===== config.mk =====
export PLATFORM = sky130hd
export DESIGN_NAME = apb_req_master
export DESIGN_NICKNAME = d
export VERILOG_FILES = /design/src/rtl/apb_req_master_pkg.sv /design/src/rtl/apb_timeout_counter.sv /design/src/rtl/apb_req_master.sv
export SDC_FILE = /design/constraint.sdc
export NUM_CORES = 1
export LEC_CHECK = 0
export ABC_AREA = 1
export BUFFER_PORTS_ARGS = -buffer_cell sky130_fd_sc_hd__buf_2
export CORE_MARGIN = 4
export CORE_UTILIZATION = 44
export DETAILED_ROUTE_END_ITERATION = 12
export PLACE_DENSITY = 0.77
export SLEW_MARGIN = 0
export SYNTH_ARGS = -nofsm -noshare
export SYNTH_HDL_FRONTEND = slang
export SYNTH_HIERARCHICAL = 1
export SYNTH_SLANG_ARGS = --single-unit

===== constraint.sdc =====
create_clock -name clk_i -period 1.3 [get_ports clk_i]
set_input_delay 0.26 -clock clk_i [delete_from_list [all_inputs] [get_ports clk_i]]
set_output_delay 0.26 -clock clk_i [all_outputs]
set_load 0.02 [all_outputs]

===== src/rtl/apb_req_master_pkg.sv =====
// rtl/apb_req_master_pkg.sv - shared types and constants for the request-to-APB bridge
//
// Contents:
//   apb_state_e             bridge FSM state (IDLE, SETUP, ACCESS)
//   DEFAULT_TIMEOUT_CYCLES  default ACCESS-phase cycle limit
//   TIMEOUT_CNT_WIDTH       width of the access timeout counter (covers 1..65535)
package apb_req_master_pkg;

    typedef enum logic [1:0] {
        ST_IDLE   = 2'd0,
        ST_SETUP  = 2'd1,
        ST_ACCESS = 2'd2
    } apb_state_e;

    localparam int unsigned DEFAULT_TIMEOUT_CYCLES = 255;
    localparam int unsigned TIMEOUT_CNT_WIDTH      = 16;

endpackage


===== src/rtl/apb_timeout_counter.sv =====
// rtl/apb_timeout_counter.sv - ACCESS-phase wait-state counter with limit detect
//
// Ports:
//   clk_i      clock
//   rst_ni     asynchronous active-low reset
//   clear_i    force the count to zero (held while the bridge is in SETUP)
//   en_i       count one stalled ACCESS cycle
//   limit_i    number of stalled ACCESS cycles that triggers expiry (>= 1)
//   expired_o  high in the stalled cycle that brings the count up to limit_i
module apb_timeout_counter
    import apb_req_master_pkg::*;
#(
    parameter int unsigned CNT_WIDTH = TIMEOUT_CNT_WIDTH
) (
    input  logic                 clk_i,
    input  logic                 rst_ni,
    input  logic                 clear_i,
    input  logic                 en_i,
    input  logic [CNT_WIDTH-1:0] limit_i,
    output logic                 expired_o
);

    logic [CNT_WIDTH-1:0] cnt_q;
    logic [CNT_WIDTH-1:0] cnt_d;
    logic [CNT_WIDTH-1:0] limit_m1;

    assign limit_m1 = limit_i - {{(CNT_WIDTH-1){1'b0}}, 1'b1};

    // cnt_q holds the stalled cycles already seen, so the current stalled
    // cycle is the limit-th one when cnt_q equals limit-1.
    assign expired_o = en_i && (cnt_q == limit_m1);

    always_comb begin
        cnt_d = cnt_q;
        if (clear_i) begin
            cnt_d = '0;
        end else if (en_i) begin
            cnt_d = cnt_q + {{(CNT_WIDTH-1){1'b0}}, 1'b1};
        end
    end

    always_ff @(posedge clk_i or negedge rst_ni) begin
        if (!rst_ni) begin
            cnt_q <= '0;
        end else begin
            cnt_q <= cnt_d;
        end
    end

endmodule


===== src/rtl/apb_req_master.sv =====
// rtl/apb_req_master.sv - request/grant/rvalid to APB3 initiator bridge
//
// Accepts one transfer at a time on a req/gnt port, runs it as an APB3
// SETUP + ACCESS sequence and returns a one-cycle rvalid_o with read data
// and error status. Define APB_REQ_MASTER_TIMEOUT_EN to abort ACCESS phases
// that stall for TIMEOUT_CYCLES cycles (reported as err_o=1, rdata_o=0).
//
// Ports:
//   clk_i, rst_ni                   clock, asynchronous active-low reset
//   req_i, addr_i, we_i, wdata_i    transfer request
//   gnt_o                           request accepted this cycle (IDLE only)
//   rvalid_o, rdata_o, err_o        response pulse, read data, error flag
//   paddr_o, pwdata_o, pwrite_o     APB address/data/direction
//   psel_o, penable_o               APB select/enable
//   prdata_i, pready_i, pslverr_i   APB read data, ready, slave error
module apb_req_master
    import apb_req_master_pkg::*;
#(
    parameter int unsigned APB_ADDR_WIDTH = 32,
    parameter int unsigned APB_DATA_WIDTH = 32,
    parameter int unsigned TIMEOUT_CYCLES = DEFAULT_TIMEOUT_CYCLES
) (
    input  logic                      clk_i,
    input  logic                      rst_ni,
    input  logic                      req_i,
    input  logic [APB_ADDR_WIDTH-1:0] addr_i,
    input  logic                      we_i,
    input  logic [APB_DATA_WIDTH-1:0] wdata_i,
    output logic                      gnt_o,
    output logic                      rvalid_o,
    output logic [APB_DATA_WIDTH-1:0] rdata_o,
    output logic                      err_o,
    output logic [APB_ADDR_WIDTH-1:0] paddr_o,
    output logic [APB_DATA_WIDTH-1:0] pwdata_o,
    output logic                      pwrite_o,
    output logic                      psel_o,
    output logic                      penable_o,
    input  logic [APB_DATA_WIDTH-1:0] prdata_i,
    input  logic                      pready_i,
    input  logic                      pslverr_i
);

    if (TIMEOUT_CYCLES < 1 || TIMEOUT_CYCLES > 65535) begin : g_bad_timeout
        $error("apb_req_master: TIMEOUT_CYCLES must be within 1..65535");
    end

    apb_state_e                state_q;
    logic                      psel_q;
    logic                      penable_q;
    logic [APB_ADDR_WIDTH-1:0] paddr_q;
    logic [APB_DATA_WIDTH-1:0] pwdata_q;
    logic                      pwrite_q;
    logic                      rvalid_q;
    logic [APB_DATA_WIDTH-1:0] rdata_q;
    logic                      err_q;
    logic                      timeout_hit;

`ifdef APB_REQ_MASTER_TIMEOUT_EN
    localparam logic [TIMEOUT_CNT_WIDTH-1:0] TimeoutLimit = TIMEOUT_CNT_WIDTH'(TIMEOUT_CYCLES);

    apb_timeout_counter #(
        .CNT_WIDTH (TIMEOUT_CNT_WIDTH)
    ) u_timeout (
        .clk_i     (clk_i),
        .rst_ni    (rst_ni),
        .clear_i   (state_q == ST_SETUP),
        .en_i      ((state_q == ST_ACCESS) && !pready_i),
        .limit_i   (TimeoutLimit),
        .expired_o (timeout_hit)
    );
`else
    assign timeout_hit = 1'b0;
`endif

    assign gnt_o = (state_q == ST_IDLE) && req_i;

    always_ff @(posedge clk_i or negedge rst_ni) begin
        if (!rst_ni) begin
            state_q   <= ST_IDLE;
            psel_q    <= 1'b0;
            penable_q <= 1'b0;
            paddr_q   <= '0;
            pwdata_q  <= '0;
            pwrite_q  <= 1'b0;
            rvalid_q  <= 1'b0;
            rdata_q   <= '0;
            err_q     <= 1'b0;
        end else begin
            rvalid_q <= 1'b0;
            case (state_q)
                ST_IDLE: begin
                    if (req_i) begin
                        paddr_q   <= addr_i;
                        pwdata_q  <= wdata_i;
                        pwrite_q  <= we_i;
                        psel_q    <= 1'b1;
                        penable_q <= 1'b0;
                        state_q   <= ST_SETUP;
                    end
                end
                ST_SETUP: begin
                    penable_q <= 1'b1;
                    state_q   <= ST_ACCESS;
                end
                ST_ACCESS: begin
                    // A ready slave wins over a timeout expiring in the same cycle.
                    if (pready_i) begin
                        psel_q    <= 1'b0;
                        penable_q <= 1'b0;
                        rvalid_q  <= 1'b1;
                        rdata_q   <= pwrite_q ? '0 : prdata_i;
                        err_q     <= pslverr_i;
                        state_q   <= ST_IDLE;
                    end else if (timeout_hit) begin
                        psel_q    <= 1'b0;
                        penable_q <= 1'b0;
                        rvalid_q  <= 1'b1;
                        rdata_q   <= '0;
                        err_q     <= 1'b1;
                        state_q   <= ST_IDLE;
                    end
                end
                default: begin
                    psel_q    <= 1'b0;
                    penable_q <= 1'b0;
                    state_q   <= ST_IDLE;
                end
            endcase
        end
    end

    assign psel_o    = psel_q;
    assign penable_o = penable_q;
    assign paddr_o   = paddr_q;
    assign pwdata_o  = pwdata_q;
    assign pwrite_o  = pwrite_q;
    assign rvalid_o  = rvalid_q;
    assign rdata_o   = rdata_q;
    assign err_o     = err_q;

endmodule


==> flow_summary_export.csv, run 1 <==
group,metric,value,unit
status,status,"finished, violations left",
status,violations,"negative setup slack",
routing,wl_met2,5.80,mm
timing,setup_viol,2,
synth,netlist_instances,509,
routing,viasPerCell,4.81,
synth,synthArstFlopShare,100,%
global_routing,grt_util_all_layers,20.7,%
cts,cts.reportedPaths.clkPinSlew,0.11,ns
global_routing,gr-total-overflow,0,
cts,numCtsBuffers,9,
place,dpl.hpwl,8.32,mm
timing,fin_crit_sh,107,%
flow_run,max_cap_viol_count,0,
cts,tritoncts,"built",
routing,drc,0,
global_routing,grt_pass1_wl,19.1,mm
pwr,power.density,2500,mW/mm²
worst_setup_path,worst_r2r_endpoint,"pwdata_o[13]",
floorplanning,io_pins,204,
timing,fmax,0.719,GHz
floorplanning,die_h,107,µm
synth,synth.yosys.seq_area_share,59.7,%
synth,syn-cell-area,0.00428,mm²
synth,avgSynthCellArea,8.40,µm²
synth,synth_edf_count,0,
layout,post-route-util,61.8,%
layout,final.fill_count,848,
routing,vias,4052,
timing,grt_setup_unrepaired,"yes",
timing,finalHoldViolations,0,
worst_setup_path,rrSetupSlack,0.07,ns
layout,fin_cells,843,
synth,yosys-top-cells-area,"dfrtp_1, nand2_1, nand3_1",
place,dpl.cell_count,820,
routing,wl_per_cell,14.1,µm
worst_setup_path,cp_max_fo,2,
cts,clock-sinks,102,
cts,cts-root-buf,"clkbuf_8",
routing,wl_met3,1.08,mm
place,port_buffers,203,
layout,fin_nets,811,
routing,drtIter0Drc,264,
timing,clock_skew,0.0172,ns
global_routing,grt_max_degree,64,
timing,relSlewSlack,80.5,%
global_routing,grt_pass1_vias,3977,
pwr,cellLeakagePower,3.51,nW
layout,n_antenna_cell,0,
routing,dr.pass1.iters,5,
synth,ys_types,14,
floorplanning,fp-row-count,35,
timing,postLayoutSetupSlackWorst,-0.0899,ns
pwr,vdd_drop_max,1.33,mV
floorplanning,dieArea,0.0114,mm²
pwr,finalPower,14.5,mW
hold_path,worstHoldPathCells,3,
timing,tightest_slew,0.293,ns
hold_path,hold_path_class,"in -> reg",
floorplanning,start_util,45.6,%
worst_setup_path,r2r_cells,6,
routing,wl_met1,4.80,mm
floorplanning,die-width,107,µm
cts,clk_latency,0.35,ns
hold_path,min_to,"pwdata_o[12]",
layout,layout-drive-gt1-share,34.5,%
layout,multi_input_area,0.00140,mm²
synth,ys.flop_type,"dfrtp_1",
hold_path,hold_start,"wdata_i[12]",
place,gp_congestion,0.770,
worst_setup_path,cp.arrival,1.13,ns
worst_setup_path,reg2reg_from,"state_q[0]",
synth,synth_top_area_cell,"dfrtp_1",
routing,ant_nets,0,
timing,drv_slew,0,
worst_setup_path,cp.required,1.04,ns
place,dp_slack,0.0696,ns
synth,synth_commonest_cells,"nand2_1, dfrtp_1, nand3_1",
synth,synth_top_cell_area_share,59.7,%
cts,clockBufferDepth,2,
synth,yosysMostFrequentCell,"nand2_1",
layout,syn2layout_area_growth,35.5,%
synth,synth.ff_latch_count,102,
synth,syn-num-nets,611,
routing,top_layer,"met4",
worst_setup_path,start_kind,"flip-flop",
timing,period_minus_slack,1.39,ns
global_routing,antenna_found_initial,0,
cts,htreeDepth,3,
worst_setup_path,cp-end-kind,"primary output",
routing,wl,11.9,mm
floorplanning,core,0.00937,mm²
worst_setup_path,crit_start,"state_q[0]",
worst_setup_path,crit_type,"reg -> out",
synth,yosysWarnings,6,
layout,register_area,0.00256,mm²
kinds of logic (layout without fill, tap and decap cells):
logic type,Yosys count,count (layout),synth area share [%]
compound gates,1,1,0.117
simple gates,333,333,32.4
flops,102,102,59.7
buf+inv,73,278,7.84
where the power goes:
group,switching [mW],internal [mW]
combinational,4.54,2.44
clock,1.09,1.01
sequential,0.798,4.60
total,6.42,8.05
worst max-delay path: stages, from the launching register on:
cell and delay, ns:
dfrtp_2 0.43, nor2_4 0.14, nand2_4 0.07, inv_4 0.05, buf_6 0.10
metal layers:
layer  up-vias  track usage (%)
li1       1967                -
met4         0             6.39
met3        18             5.48
met5         -                0
met2       177             33.7
met1      1890             27.2
cell type report:
| type | instances | area share (%) |
|---|---|---|
| flip-flops and latches | 102 | 44.1 |
| multi-input cells | 334 | 24.1 |
| repair buffers | 224 | 22.7 |
| well taps | 129 | 2.79 |
| clock buffers | 11 | 2.61 |
| inverters | 38 | 2.51 |
| clock inverters | 5 | 1.10 |
flip-flops by register name, summed over array words and instances, names as in the netlist:
| register | flops |
|---|---|
| err_o | 1 |
| paddr_o | 32 |
| psel_o | 1 |
| pwdata_o | 32 |
| pwrite_o | 1 |
| rdata_o | 32 |
| rvalid_o | 1 |
| state_q | 2 |
stage by stage:
stage	hold WS [ns]	TNS [ns]	cell area [µm²]
after floorplan	-0.0356	0	4290
after global placement	0.0676	0	5480
after detailed placement	0.0682	0	5480
after CTS	0.105	-0.177	5750
after global routing	0.111	-0.214	5790
final	0.131	-0.110	5790
how the worst max path moves through the flow:
stage	endpoint	slack [ns]	depth (start not counted)
finish	gnt_o	-0.09	4
global route	gnt_o	-0.15	4
CTS	gnt_o	-0.13	4
detailed placement	pwdata_o[4]	0.07	5
global placement	state_q[1]	0.11	4
floorplan	gnt_o	0.02	5
repair_timing:
item                                   in CTS  in global routing
setup endpoints to repair                   2                 25
gates cloned                                0                  1
setup buffers                               4                  1
hold buffers                                1                  0
pin swaps                                   1                  1
endpoints found under the hold margin     102                  0
gates resized for setup                     7                  1
placed cells by master, fill, tap and decap left out:
cell and count:
buf_16 1, buf_4 12, nand3_1 99, clkinv_4 1
dlygate4sd3_1 1, clkinvlp_4 1, and2_1 1, inv_1 37
nand2_4 1, buf_2 200, buf_6 2, dfrtp_2 3
dfrtp_1 99, inv_4 1, inv_6 2, clkbuf_8 11
nor2_4 1, nor2_2 1, nor2_1 32, buf_12 7
nand2_1 198, o21ai_0 1, clkbuf_16 1, bufinv_16 1
Power figures use the tool's default switching activity.
==> inputs of run 2 (changes only) <==
Settings changed: CORE_MARGIN 4 to 2.
==> flow_summary_export.csv, run 2 (synthesized netlist as in run 1, its figures left out) <==
group,metric,value,unit
pwr,finalPower,14.6,mW
pwr,vdd_drop_max,1.32,mV
place,dpl.hpwl,7.69,mm
place,dp_slack,0.0675,ns
timing,setup_viol,2,
timing,period_minus_slack,1.38,ns
worst_setup_path,worst_r2r_endpoint,"paddr_o[31]",
pwr,p_switching,6.45,mW
layout,layout_common_cells,"buf_2, nand2_1, dfrtp_1",
status,violations,"negative setup slack",
cts,clockBufferDepth,2,
routing,viasPerCell,4.84,
timing,clock_skew,0.0173,ns
routing,drtIter0Drc,190,
timing,finalHoldViolations,0,
layout,syn2layout_area_growth,36.9,%
timing,fin_crit_sh,106,%
global_routing,grt_pass1_vias,3924,
hold_path,hold_path_class,"in -> reg",
cts,clock-sinks,102,
worst_setup_path,crit_type,"reg -> out",
timing,fmax,0.723,GHz
worst_setup_path,reg2reg_from,"state_q[0]",
floorplanning,die_h,103,µm
place,gp_congestion,0.778,
worst_setup_path,rrSetupSlack,0.04,ns
global_routing,grt_util_all_layers,20.8,%
worst_setup_path,start_kind,"flip-flop",
timing,drv_slew,0,
flow_run,max_cap_viol_count,0,
worst_setup_path,cp_max_fo,2,
layout,layout-drive-gt1-share,34.3,%
routing,vias,4097,
global_routing,antenna_found_initial,0,
floorplanning,core,0.00933,mm²
cts,htreeDepth,3,
global_routing,grt_pass1_wl,17.4,mm
routing,ant_nets,0,
floorplanning,io_pins,204,
pwr,combPwrFrac,49.4,%
worst_setup_path,cp-end-kind,"primary output",
timing,tightest_slew,0.479,ns
timing,postLayoutSetupSlackWorst,-0.0837,ns
layout,final_common_cell,"buf_2",
worst_setup_path,cp-endpoint,"gnt_o",
pwr,p_clk_share,13.8,%
floorplanning,fp-row-count,35,
global_routing,gr-total-overflow,0,
timing,relSlewSlack,68.1,%
floorplanning,start_util,45.8,%
routing,wl_per_cell,13.9,µm
cts,cts-root-buf,"clkbuf_8",
pwr,power.density,2500,mW/mm²
layout,fin_nets,814,
place,port_buffers,203,
cts,cts.reportedPaths.clkPinSlew,0.10,ns
worst_setup_path,cp.arrival,1.12,ns
worst_setup_path,crit_start,"state_q[0]",
routing,dr.pass1.iters,4,
layout,final.fill_count,816,
routing,wl,11.7,mm
cts,tritoncts,"built",
routing,drc,0,
pwr,cellLeakagePower,3.54,nW
worst_setup_path,r2r_cells,6,
cts,clk_latency,0.35,ns
layout,n_antenna_cell,0,
cts,numCtsBuffers,9,
pwr,p_int,8.17,mW
timing,grt_setup_unrepaired,"yes",
floorplanning,die-width,103,µm
status,status,"finished, violations left",
pwr,swShare,44.1,%
global_routing,grt_max_degree,65,
pwr,power_frac_seq,36.8,%
worst_setup_path,cp.required,1.04,ns
floorplanning,dieArea,0.0105,mm²
## run 2: per-layer routing
layer  part of all wire (%)  vias up  routed length [µm]  track usage, %
li1                       -     1969                   -               -
met1                     41     1913                4770            24.8
met2                     49      196                5740            36.1
met3                    8.6       19                1010            5.97
met4                    1.7        0                 199            7.59
met5                      0        -                   0               0
## run 2: repair_timing
action                                  4_1_cts  5_1_grt
endpoints found under the hold margin       102        0
pin swaps                                     1        1
cloned                                        0        5
endpoints found under the setup margin        2        4
setup buffers                                 5        1
resized for setup                             6        3
hold buffers                                  1        0
## run 2: how the worst min path moves through the flow
| stage | cells after the start | slack (ns) | to | from |
|---|---|---|---|---|
| detailed placement | 2 | 0.30 | rdata_o[19] | rst_ni |
| floorplan | 0 | -0.04 | err_o | rst_ni |
| global placement | 2 | 0.29 | rdata_o[3] | rst_ni |
| finish | 3 | 0.13 | paddr_o[2] | addr_i[2] |
| global route | 3 | 0.12 | paddr_o[12] | addr_i[12] |
| CTS | 3 | 0.11 | paddr_o[22] | addr_i[22] |
## run 2: final cells by class
class	count	area, µm²	share of cell area, %
clock buffer	12	145	2.48
timing repair buffer	227	1390	23.8
inverter	38	145	2.48
sequential	102	2550	43.6
clock inverter	4	55.1	0.940
tap	129	161	2.76
multi-input combinational	334	1400	23.9
## run 2: worst max-delay path: stages, from the launching register on
cell and delay [ns]:
dfrtp_1 0.42, nor2_4 0.15, nand2_4 0.07, inv_4 0.05, buf_6 0.10
## run 2: power by group through the flow
stage / clock network, mW / logic, mW / registers, mW
floorplan: 0 / 2.46 / 7.14
CTS: 2.08 / 6.83 / 5.37
finish: 2.01 / 7.22 / 5.38
detailed placement: 0 / 6.64 / 5.44
global route: 2.19 / 7.92 / 5.53
global placement: 0 / 6.44 / 5.42
## run 2: metrics by stage
stage | util (%) | std cells | TNS, ns | cell area, µm² | hold slack, ns
after floorplan | - | 509 | 0 | 4290 | -0.0356
after CTS | 61.4 | 841 | -0.142 | 5720 | 0.114
after detailed placement | 58.5 | 819 | 0 | 5460 | 0.297
final | 62.8 | 846 | -0.0893 | 5850 | 0.130
after global placement | 58.5 | 819 | 0 | 5460 | 0.293
after global routing | 62.8 | 846 | -0.220 | 5850 | 0.125
